## src/rtl/sdram_mem_tester.sv

```systemverilog
`default_nettype none
// ============================================================================
// Module   : sdram_mem_tester
// Brief    : Self-checking memory test engine for the SDRAM controller's
//            processor-side request port. Writes a deterministic pattern to
//            every word of [START_ADDR..END_ADDR], reads it all back, and
//            reports pass/fail, error count, first failure and timeout.
// Options  : MEMTEST_LFSR_PATTERN_EN - when defined, the pattern is a 16-bit
//            Fibonacci LFSR (x^16+x^14+x^13+x^11+1) seeded with SEED per
//            phase; otherwise pattern(a) = a[15:0] ^ SEED.
// Revision : 1.0 - initial release
// ============================================================================
module sdram_mem_tester #(
    parameter int unsigned ADDR_WIDTH     = 25,
    parameter int unsigned DATA_WIDTH     = 16,
    parameter int unsigned START_ADDR     = 0,
    parameter int unsigned END_ADDR       = 1023,
    parameter int unsigned TIMEOUT_CYCLES = 4096,
    parameter logic [15:0] SEED           = 16'hA5A5
) (
    input  logic                  sys_clk,
    input  logic                  rst_n,
    input  logic                  start_i,
    input  logic                  abort_i,
    output logic [ADDR_WIDTH-1:0] addr_o,
    output logic [DATA_WIDTH-1:0] wdata_o,
    output logic                  we_o,
    output logic                  re_o,
    input  logic [DATA_WIDTH-1:0] rdata_i,
    input  logic                  ack_i,
    input  logic                  busy_i,
    output logic                  running_o,
    output logic                  done_o,
    output logic                  pass_o,
    output logic                  timeout_o,
    output logic [15:0]           err_count_o,
    output logic [ADDR_WIDTH-1:0] first_err_addr_o,
    output logic [DATA_WIDTH-1:0] first_err_data_o
);

    localparam logic [ADDR_WIDTH-1:0] c_start_addr = ADDR_WIDTH'(START_ADDR);
    localparam logic [ADDR_WIDTH-1:0] c_end_addr   = ADDR_WIDTH'(END_ADDR);
    localparam logic [ADDR_WIDTH-1:0] c_addr_one   = ADDR_WIDTH'(1);
    localparam int unsigned           c_cnt_w      = $clog2(TIMEOUT_CYCLES + 1);
    localparam logic [c_cnt_w-1:0]    c_cnt_last   = c_cnt_w'(TIMEOUT_CYCLES - 1);
    localparam logic [c_cnt_w-1:0]    c_cnt_one    = c_cnt_w'(1);

    // Elaboration-time parameter sanity checks
    generate
        if (END_ADDR < START_ADDR) begin : g_bad_range
            $error("sdram_mem_tester: END_ADDR must be >= START_ADDR");
        end
        if (SEED == 16'h0000) begin : g_bad_seed
            $error("sdram_mem_tester: SEED must be nonzero");
        end
        if (TIMEOUT_CYCLES == 0) begin : g_bad_timeout
            $error("sdram_mem_tester: TIMEOUT_CYCLES must be nonzero");
        end
    endgenerate

    typedef enum logic [2:0] {
        S_IDLE    = 3'd0,
        S_WR_REQ  = 3'd1,
        S_WR_WAIT = 3'd2,
        S_RD_REQ  = 3'd3,
        S_RD_WAIT = 3'd4,
        S_DONE    = 3'd5
    } state_t;

    state_t                  r_state;
    state_t                  w_state_next;
    logic [ADDR_WIDTH-1:0]   r_cur_addr;
    logic [c_cnt_w-1:0]      r_wait_cnt;
    logic [15:0]             w_pattern16;
    logic [DATA_WIDTH-1:0]   w_pattern;
    logic                    w_last;
    logic                    w_mismatch;
    logic                    w_load_start;
    logic                    w_issue_wr;
    logic                    w_issue_rd;
    logic                    w_wr_ack;
    logic                    w_rd_ack;
    logic                    w_timeout;
    logic                    w_abort;
    logic                    w_waiting;

    assign w_last     = (r_cur_addr == c_end_addr);
    assign w_pattern  = DATA_WIDTH'(w_pattern16);
    assign w_mismatch = (rdata_i != w_pattern);
    assign w_waiting  = (r_state == S_WR_WAIT) || (r_state == S_RD_WAIT);

`ifdef MEMTEST_LFSR_PATTERN_EN
    logic [15:0] r_lfsr;
    logic [15:0] w_lfsr_next;

    assign w_lfsr_next = {r_lfsr[14:0], r_lfsr[15] ^ r_lfsr[13] ^ r_lfsr[12] ^ r_lfsr[10]};
    assign w_pattern16 = r_lfsr;

    // LFSR reloads at the start of each phase and steps once per acked word
    always_ff @(posedge sys_clk or negedge rst_n) begin
        if (!rst_n) begin
            r_lfsr <= SEED;
        end else if (w_load_start || (w_wr_ack && w_last)) begin
            r_lfsr <= SEED;
        end else if (w_wr_ack || w_rd_ack) begin
            r_lfsr <= w_lfsr_next;
        end
    end
`else
    // Address-derived pattern: the read phase recomputes it from cur_addr
    assign w_pattern16 = r_cur_addr[15:0] ^ SEED;
`endif

    // State register
    always_ff @(posedge sys_clk or negedge rst_n) begin
        if (!rst_n) begin
            r_state <= S_IDLE;
        end else begin
            r_state <= w_state_next;
        end
    end

    // Next-state logic and single-cycle datapath strobes; abort outranks ack/timeout
    always_comb begin
        w_state_next = r_state;
        w_load_start = 1'b0;
        w_issue_wr   = 1'b0;
        w_issue_rd   = 1'b0;
        w_wr_ack     = 1'b0;
        w_rd_ack     = 1'b0;
        w_timeout    = 1'b0;
        w_abort      = 1'b0;
        case (r_state)
            S_IDLE, S_DONE: begin
                if (!abort_i && start_i) begin
                    w_load_start = 1'b1;
                    w_state_next = S_WR_REQ;
                end
            end
            S_WR_REQ, S_RD_REQ: begin
                if (abort_i) begin
                    w_abort      = 1'b1;
                    w_state_next = S_IDLE;
                end else if (!busy_i) begin
                    w_issue_wr   = (r_state == S_WR_REQ);
                    w_issue_rd   = (r_state == S_RD_REQ);
                    w_state_next = (r_state == S_WR_REQ) ? S_WR_WAIT : S_RD_WAIT;
                end
            end
            S_WR_WAIT, S_RD_WAIT: begin
                if (abort_i) begin
                    w_abort      = 1'b1;
                    w_state_next = S_IDLE;
                end else if (ack_i) begin
                    if (r_state == S_WR_WAIT) begin
                        w_wr_ack     = 1'b1;
                        w_state_next = w_last ? S_RD_REQ : S_WR_REQ;
                    end else begin
                        w_rd_ack     = 1'b1;
                        w_state_next = w_last ? S_DONE : S_RD_REQ;
                    end
                end else if (r_wait_cnt == c_cnt_last) begin
                    w_timeout    = 1'b1;
                    w_state_next = S_DONE;
                end
            end
            default: begin
                w_state_next = S_IDLE;
            end
        endcase
    end

    // Request registers, address walk, wait counter and result accumulation
    always_ff @(posedge sys_clk or negedge rst_n) begin
        if (!rst_n) begin
            addr_o           <= '0;
            wdata_o          <= '0;
            we_o             <= 1'b0;
            re_o             <= 1'b0;
            running_o        <= 1'b0;
            done_o           <= 1'b0;
            pass_o           <= 1'b0;
            timeout_o        <= 1'b0;
            err_count_o      <= '0;
            first_err_addr_o <= '0;
            first_err_data_o <= '0;
            r_cur_addr       <= c_start_addr;
            r_wait_cnt       <= '0;
        end else begin
            we_o <= w_issue_wr;
            re_o <= w_issue_rd;

            if (w_load_start) begin
                err_count_o      <= '0;
                first_err_addr_o <= '0;
                first_err_data_o <= '0;
                timeout_o        <= 1'b0;
                pass_o           <= 1'b0;
                done_o           <= 1'b0;
                running_o        <= 1'b1;
                r_cur_addr       <= c_start_addr;
            end

            if (w_issue_wr || w_issue_rd) begin
                addr_o     <= r_cur_addr;
                r_wait_cnt <= '0;
            end else if (w_waiting) begin
                r_wait_cnt <= r_wait_cnt + c_cnt_one;
            end

            if (w_issue_wr) begin
                wdata_o <= w_pattern;
            end

            if (w_wr_ack) begin
                r_cur_addr <= w_last ? c_start_addr : (r_cur_addr + c_addr_one);
            end

            if (w_rd_ack) begin
                if (w_mismatch) begin
                    if (err_count_o != 16'hFFFF) begin
                        err_count_o <= err_count_o + 16'd1;
                    end
                    if (err_count_o == 16'd0) begin
                        first_err_addr_o <= r_cur_addr;
                        first_err_data_o <= rdata_i;
                    end
                end
                if (w_last) begin
                    running_o <= 1'b0;
                    done_o    <= 1'b1;
                    pass_o    <= !w_mismatch && (err_count_o == 16'd0) && !timeout_o;
                end else begin
                    r_cur_addr <= r_cur_addr + c_addr_one;
                end
            end

            if (w_timeout) begin
                timeout_o <= 1'b1;
                running_o <= 1'b0;
                done_o    <= 1'b1;
                pass_o    <= 1'b0;
            end

            if (w_abort) begin
                running_o <= 1'b0;
            end
        end
    end

endmodule
`default_nettype wire

```

## config.mk

```make
export PLATFORM = sky130hd
export DESIGN_NAME = sdram_mem_tester
export DESIGN_NICKNAME = d
export VERILOG_FILES = /design/src/rtl/sdram_mem_tester.sv
export SDC_FILE = /design/constraint.sdc
export NUM_CORES = 1
export LEC_CHECK = 0
export BUFFER_PORTS_ARGS = -buffer_cell sky130_fd_sc_hd__buf_2
export CAP_MARGIN = 40
export CORE_MARGIN = 4
export CORE_UTILIZATION = 45
export DETAILED_ROUTE_END_ITERATION = 8
export PLACE_DENSITY = 0.7
export SETUP_SLACK_MARGIN = 0.3
export SYNTH_ARGS = -nofsm -noshare
export SYNTH_HDL_FRONTEND = slang
export SYNTH_SLANG_ARGS = --single-unit
```

## constraint.sdc

```tcl
create_clock -name sys_clk -period 2.6 [get_ports sys_clk]
set_input_delay 0.26 -clock sys_clk [delete_from_list [all_inputs] [get_ports sys_clk]]
set_output_delay 0.26 -clock sys_clk [all_outputs]
set_load 0.01 [all_outputs]
```

==> impl_metrics.toml, run 1 <==
[outcome]
outcome = "finished clean"

[worst_setup_path]
rrSetupSlack_ps = 330
r2r-start = "r_cur_addr[1]"
r2r_end = "pass_o"
crit_fanout = 6
crit_path_start = "r_cur_addr[1]"
worst_setup_path_end_kind = "register"
crit_type = "register to register"
crit_arrival_ps = 2620
critPathRequiredTime_ps = 2950
cp-start-kind = "register"
reg2regPathDepth = 6

[grt]
grt_pass1_vias = 5590
grt_pass1_wl_mm = 29.2
grt_overflow = 0
antenna_found_initial = 0
grt_usage_pct = 20.5
grt_max_degree = 62

[sta]
tightest_slew_ps = 588
setup_violations = 0
slew_headroom_pct = 60.8
skew_ps = 8.39
fmax_ghz = 0.440
layout_min_cycle_time_ps = 2270
hold_violations = 0
setup_tns_ps = 0
slew_violations = 0
rsz0062_at_grt = "false"
post-route-period-util_pct = 87.4
whs_ps = 101

[route]
vias = 5746
drcViolationCount = 0
via_per_inst = 5.43
wl_mm = 18.0
post_drt_wl_per_cell_um = 17.0
drt_pass1_iterations = 6
drtIter0Drc = 508
ant_nets = 0

[min_path]
hp-start = "rdata_i[6]"
hold_path_end = "first_err_data_o[6]"
hold_path_class = "input port to register"
holdPathStages = 3

[placed_design]
port_buffers = 125
gp_congestion = 0.855
hpwl_mm = 12.5

[synth]
synth_commonest_cells = "dfrtp_1 (145), nand2_1 (91), mux2i_1 (50)"
synth_area_per_cell_um2 = 10.0
synth.distinct_cells = 46
yosys_most_used_dff = "dfrtp_1"
synth-compound-area-share_pct = 8.77
yosys.area_share.simple_pct = 17.7
synth-async-reset-ratio_pct = 100
syn-num-nets = 726
muxShareOfSynthArea_pct = 11.3
synth-seq-area-share_pct = 51.7
synth_top_family_by_area = "simple AND/OR/NAND/NOR gates"
syn_area_um2 = 7020
synth.area.top_cells = "dfrtp_1 (52%), mux2i_1 (7.1%), nand2_1 (4.9%), mux2_2 (4.2%), o21ai_0 (3.1%)"
yosysTopAreaCellShare_pct = 51.7
synth_xor_area_share_pct = 4.49
syn_inst = 699
ys_ff_latch = 145
synth_edf_count = 0
yosys.area.top_type = "dfrtp_1"
yosysWarningCount = 0
synth_fa_ha_area_share_pct = 0.891
yosysMostFrequentCell = "dfrtp_1"

[finish]
syn2layout_area_growth_pct = 23.9
antenna_cells = 0
nets = 861
drive_gt1_share_pct = 28.3
final.fill_count = 1337

[cts]
clk_pin_slew_ps = 60
numCtsBuffers = 17
clockRootBuffer = "clkbuf_16"
cts_sinks = 145
htreeDepth = 4
ctsLongestPathBuffers = 2
clk_latency_ps = 420
cts_tree = "built"

[power_and_ir_drop]
leakagePower_uw = 0.00410
irDropWorstVdd_mv = 0.588
power_density_nw_per_um2 = 777

[floorplan]
die_area_um2 = 17700
num_rows = 45
die_y_um = 133
initial_core_util_pct = 46.0
io_pins = 126
fp.coreArea_um2 = 15300
die-width_um = 133

[job]
maxCapViolCount = 0
-- repair_timing --
action | CTS | global route
endpoints found under the hold margin | 57 | 0
setup endpoints to repair | 8 | 75
hold buffers | 1 | 0
gates resized for setup | 3 | 15
pin swaps | 0 | 4
setup buffers | 0 | 5
-- worst max-delay path by stage --
stage          cells after the start              to  slack, ps
6_report                           6          pass_o        330
5_1_grt                            6          pass_o        290
4_1_cts                            6          pass_o        310
3_5_place_dp                       7   r_cur_addr[7]        290
3_3_place_gp                       5  err_count_o[9]        350
2_1_floorplan                     10      r_state[1]        360
-- cell type report --
type                    instances  area [um^2]  area share [%]
clock inverters                12          134            1.54
multi-input cells             463         3100            35.7
inverters                      47          176            2.03
flip-flops and latches        145         3630            41.8
well taps                     211          264            3.04
repair buffers                160          938            10.8
clock buffers                  20          447            5.14
-- sequential cells by signal, summed over array words and instances, names as in the netlist --
| signal | cells |
|---|---|
| done_o | 1 |
| r_state | 3 |
| first_err_addr_o | 25 |
| addr_o | 25 |
| wdata_o | 16 |
| r_wait_cnt | 13 |
| err_count_o | 16 |
| r_cur_addr | 25 |
| running_o | 1 |
| we_o | 1 |
| timeout_o | 1 |
| re_o | 1 |
| pass_o | 1 |
| first_err_data_o | 16 |
-- layout by cell type, fill, tap and decap left out, types with 10 or more instances in the layout --
cell       netlist  routed
dfrtp_1        145     141
buf_2           16     124
nand2_1         91      90
mux2i_1         50      50
inv_1           47      47
o21ai_0         44      43
nand3_1         33      32
buf_4            0      30
nor2_1          29      27
mux2_2          26      26
nor3_1          18      18
xor2_1          18      18
xnor2_1         18      17
clkbuf_16        0      17
nand4_1         15      15
nor4_1          13      12
o31ai_1         10      10
o211ai_1        10      10
-- routing by layer --
metal	GRT usage [%]	vias up	routed length [um]
li1	-	2709	-
met3	4.64	25	990
met1	27.8	2838	8080
met2	32.1	174	8550
met4	8.20	0	366
met5	0	-	0
-- critical path: stages (launching register included) --
cell and delay (ps):
dfrtp_1 390, ha_4 170, nand4_1 110, or4_4 550, or3_4 410, or4_1 430
a21oi_2 150
-- power by group --
part           total (uW)  internal, uW  leakage (uW)  switching (uW)
Combinational        1550           636       0.00184             913
Clock                2390          1440      0.000269             950
Sequential           2820          2560       0.00199             263
-- logic make-up (layout without fill, tap and decap cells) --
family / after synthesis / after routing
AND/OR/NAND/NOR: 247 / 247
buffers and inverters: 91 / 239
multiplexers: 76 / 76
XOR/XNOR: 36 / 36
adder cells (fa/ha/maj): 5 / 5
AO/OA/AOI/OAI: 99 / 99
flip-flops: 145 / 145
-- per-stage QoR --
stage	setup slack, ps	area, um^2	cells	power [uW]	utilization (%)
after floorplan	362	7020	699	3720	-
after global placement	345	8000	1020	4330	52.4
after detailed placement	287	8000	1020	4360	52.4
after CTS	311	8600	1053	6760	56.4
after global routing	287	8700	1058	7110	57.0
final	327	8700	1058	6760	57.0
(Power assumes the default switching activity.)
==> run 2: changes to the inputs <==
--- a/config.mk
+++ b/config.mk
@@ -5,12 +5,12 @@
 export SDC_FILE = /design/constraint.sdc
 export NUM_CORES = 1
 export LEC_CHECK = 0
-export BUFFER_PORTS_ARGS = -buffer_cell sky130_fd_sc_hd__buf_2
 export CAP_MARGIN = 40
 export CORE_MARGIN = 4
 export CORE_UTILIZATION = 45
 export DETAILED_ROUTE_END_ITERATION = 8
-export PLACE_DENSITY = 0.7
+export DONT_BUFFER_PORTS = 1
+export PLACE_DENSITY = 0.63
 export SETUP_SLACK_MARGIN = 0.3
 export SYNTH_ARGS = -nofsm -noshare
 export SYNTH_HDL_FRONTEND = slang
==> impl_metrics.toml, run 2 (synthesis gave the netlist of run 1 again) <==
[cts]
ctsLongestPathBuffers = 2
numCtsBuffers = 17
clk_latency_ps = 420
cts_tree = "built"
clk_pin_slew_ps = 60
ctsHoldBuffers = 16
htreeDepth = 4
cts_sinks = 145
clockRootBuffer = "clkbuf_16"

[power_and_ir_drop]
irDropWorstVdd_mv = 0.484
leakagePower_uw = 0.00352
power_density_nw_per_um2 = 813

[floorplan]
initial_core_util_pct = 46.0
die-width_um = 133
fp.coreArea_um2 = 15300
die_area_um2 = 17700
num_rows = 45
die_y_um = 133
io_pins = 126

[route]
vias = 5365
ant_nets = 0
wl_mm = 18.7
drcViolationCount = 0
drt_pass1_iterations = 5
drtIter0Drc = 264
post_drt_wl_per_cell_um = 19.9
via_per_inst = 5.70

[sta]
fmax_ghz = 0.444
slew_headroom_pct = 62.7
tightest_slew_ps = 555
rsz0062_at_grt = "true"
hold_violations = 145
skew_ps = 8.74
post-route-period-util_pct = 86.6
setup_tns_ps = 0
layout_min_cycle_time_ps = 2250
slew_violations = 0
whs_ps = -465
setup_violations = 0

[worst_setup_path]
crit_type = "register to register"
crit_fanout = 6
critPathRequiredTime_ps = 2950
worst_setup_path_end_kind = "register"
cp-start-kind = "register"
crit_arrival_ps = 2600

[grt]
grt_usage_pct = 21.0
antenna_found_initial = 0
grt_overflow = 0
grt_pass1_vias = 5264
grt_pass1_wl_mm = 29.6
grt_max_degree = 146

[placed_design]
gp_congestion = 0.920
dp_cells = 890
hpwl_mm = 12.5
port_buffers = 0

[finish]
layout_commonest_cell = "dfrtp_1"
fin_util_pct = 53.8
drive_gt1_share_pct = 15.2
top_regs = "addr_o x25, first_err_addr_o x25, r_cur_addr x25"
antenna_cells = 0
fin_cells = 942
syn2layout_area_growth_pct = 16.9
final_cell_mix = "dfrtp_1 (139), nand2_1 (90), mux2i_1 (50), inv_1 (47), o21ai_0 (43)"
nets = 746

[min_path]
hold_path_class = "input port to asynchronous set/reset pin"

[job]
maxCapViolCount = 0

[outcome]
violations = "hold timing"
outcome = "finished, violations left"
-- run 2: layout make-up --
type	count	area (um^2)
flip-flops and latches	145	3640
clock inverters	9	130
multi-input cells	463	3100
well taps	211	264
fillers	1314	7060
clock buffers	22	484
inverters	47	176
repair buffers	45	412
-- run 2: what timing repair did --
action | CTS | global route
gates cloned | 0 | 1
resized for setup | 5 | 15
setup buffers | 2 | 2
hold endpoints to repair | 161 | 145
endpoints found under the setup margin | 60 | 68
pin swaps | 2 | 4
-- run 2: layer usage --
metal  vias to the layer above  track usage (%)  share of wire, %  wire, um
met4                         0             5.72               1.5       279
met3                        23             7.07               7.6      1430
met1                      2695             27.5                43      7980
li1                       2473                -                 -         -
met2                       174             33.5                48      9040
met5                         -                0                 0         0
-- run 2: path summary, 6_finish.rpt --
check,from,to,slack (ps),depth (start not counted)
max reg2reg,r_cur_addr[1],pass_o,350,6
max,r_cur_addr[1],pass_o,350,6
min,rst_n,err_count_o[6],-460,0
min reg2reg,r_wait_cnt[10],r_wait_cnt[10],540,2
max in group asynchronous,rst_n,r_cur_addr[15],2920,0
min in group sys_clk,abort_i,r_state[0],80,3
-- run 2: critical path: stages, from the launching register on --
cell	delay, ps
dfrtp_1	390
ha_4	170
nand4_1	140
or4_4	510
or3_1	410
or4_4	430
a21oi_2	130
-- run 2: stage by stage --
| stage | hold slack, ps | instance area (um^2) | worst slack, ps | power [uW] |
|---|---|---|---|---|
| after floorplan | -35.6 | 7020 | 362 | 3720 |
| after global placement | -31.3 | 7320 | 297 | 4040 |
| after detailed placement | -31.1 | 7320 | 244 | 4090 |
| after CTS | -486 | 8130 | 309 | 6690 |
| after global routing | -488 | 8200 | 266 | 6990 |
| final | -465 | 8200 | 349 | 6670 |
-- run 2: report_power, final --
part	switching [uW]	leakage, uW	internal (uW)
clock	934	0.000302	1600
sequential	416	0.00199	2560
combinational	672	0.00123	483
==> run 3: changes to the inputs <==
--- a/config.mk
+++ b/config.mk
@@ -7,10 +7,10 @@
 export LEC_CHECK = 0
 export CAP_MARGIN = 40
 export CORE_MARGIN = 4
-export CORE_UTILIZATION = 45
+export CORE_UTILIZATION = 55
 export DETAILED_ROUTE_END_ITERATION = 8
 export DONT_BUFFER_PORTS = 1
-export PLACE_DENSITY = 0.63
+export PLACE_DENSITY = 0.73
 export SETUP_SLACK_MARGIN = 0.3
 export SYNTH_ARGS = -nofsm -noshare
 export SYNTH_HDL_FRONTEND = slang
==> impl_metrics.toml, run 3 (synthesis gave the netlist of run 1 again) <==
[outcome]
outcome = "finished, violations left"
violations = "hold timing"

[cts]
numCtsBuffers = 17
clk_pin_slew_ps = 60
htreeDepth = 4
clk_latency_ps = 420
ctsHoldBuffers = 16
cts_tree = "built"
clockRootBuffer = "clkbuf_16"
cts_sinks = 145
ctsLongestPathBuffers = 2

[grt]
grt_pass1_wl_mm = 28.9
antenna_found_initial = 0
grt_max_degree = 146
grt_pass1_vias = 5476
grt_usage_pct = 25.4
grt_overflow = 0

[power_and_ir_drop]
power.internal_uw = 4490
irDropWorstVdd_mv = 0.505
power_frac_clock_pct = 36.5
switching_share_pct = 31.1
power_density_nw_per_um2 = 801
leakagePower_uw = 0.00349
p_seq_share_pct = 45.5
combPwrFrac_pct = 18.1
p_sw_uw = 2020

[sta]
hold_violations = 145
whs_ps = -472
rsz0062_at_grt = "false"
tightest_slew_ps = 743
layout_min_cycle_time_ps = 2190
setup_tns_ps = 0
skew_ps = 6.83
slew_violations = 0
fmax_ghz = 0.457
post-route-period-util_pct = 84.2
slew_headroom_pct = 50.1
setup_violations = 0

[route]
drtIter0Drc = 543
drcViolationCount = 0
ant_nets = 0
post_drt_wl_per_cell_um = 20.0
via_per_inst = 6.09
wl_mm = 18.1
vias = 5498
drt_pass1_iterations = 5

[worst_setup_path]
critical-path-max-stage-delay_ps = 450
cp-start-kind = "register"
crit_path_start = "r_cur_addr[22]"
crit_type = "register to register"
critPathRequiredTime_ps = 2950
crit_arrival_ps = 2540
crit_path_top_delay_cell = "or3_4"
crit_chain = "nor4_1, nand4_1, or3_4, or4_1, a21oi_1"
worst_setup_path_end_kind = "register"
r2r-start = "r_cur_addr[22]"
rrSetupSlack_ps = 410
crit_fanout = 6

[floorplan]
initial_core_util_pct = 55.8
die_y_um = 121
fp.coreArea_um2 = 12600
die_area_um2 = 14600
io_pins = 126
die-width_um = 121
num_rows = 41

[placed_design]
gp_congestion = 1.03
hpwl_mm = 12.2
dp_cells = 854
port_buffers = 0

[finish]
nets = 746
top_regs = "addr_o x25, first_err_addr_o x25, r_cur_addr x25"
layout_commonest_cell = "dfrtp_1"
final_cell_mix = "dfrtp_1 (141), nand2_1 (90), mux2i_1 (50), inv_1 (47), o21ai_0 (44)"
antenna_cells = 0
fin_cells = 903
syn2layout_area_growth_pct = 15.7
drive_gt1_share_pct = 15.0

[job]
maxCapViolCount = 0

[min_path]
hold_path_class = "input port to asynchronous set/reset pin"
run 3: path summary, 6_finish.rpt:
check                                  endpoint  cells after the start
worst max-delay path                     pass_o                      5
worst min-delay path            err_count_o[15]                      0
worst max register to register           pass_o                      5
worst min register to register    r_wait_cnt[7]                      2
max in group asynchronous        r_cur_addr[22]                      0
min in group sys_clk                 r_state[0]                      3
run 3: power by group through the flow:
stage                     clock (uW)  sequential [uW]  combinational, uW
final                           2370             2960               1180
after global routing            2520             3000               1300
after CTS                       2410             2960               1150
after detailed placement           0             2990               1110
after global placement             0             2990               1050
after floorplan                    0             2880                838
run 3: layout make-up:
| cell class | instances | area [um^2] |
|---|---|---|
| Timing Repair Buffer | 45 | 403 |
| Tap cell | 172 | 215 |
| Clock buffer | 22 | 464 |
| Multi-Input combinational cell | 463 | 3120 |
| Inverter | 47 | 176 |
| Fill cell | 959 | 4450 |
| Sequential cell | 145 | 3630 |
| Clock inverter | 9 | 108 |
run 3: critical path: cells and delay by family, from the launching register on:
kind	cells	cell delay [ps]
flops	1	430
compound gates	1	150
simple gates	4	1540
run 3: stage by stage:
stage	worst slack, ps	power (uW)	util [%]	cell area (um^2)
floorplan	362	3720	-	7020
global placement	269	4040	57.9	7270
detailed placement	185	4100	57.9	7280
CTS	299	6520	64.1	8060
global route	309	6820	64.6	8120
finish	411	6510	64.6	8120
run 3: repair_timing:
item / CTS / global route
setup endpoints to repair: 37 / 71
pin swaps: 3 / 2
endpoints found under the hold margin: 161 / 145
gates resized for setup: 8 / 18
buffers inserted: 2 / 0
run 3: routing by layer:
layer	routed length [um]	track usage [%]	share of wire [%]	vias to the layer above
li1	-	-	-	2482
met5	0	0	0	-
met4	442	10.1	2.4	0
met1	7280	32.7	40	2736
met2	8920	41.5	49	242
met3	1460	6.25	8.1	38
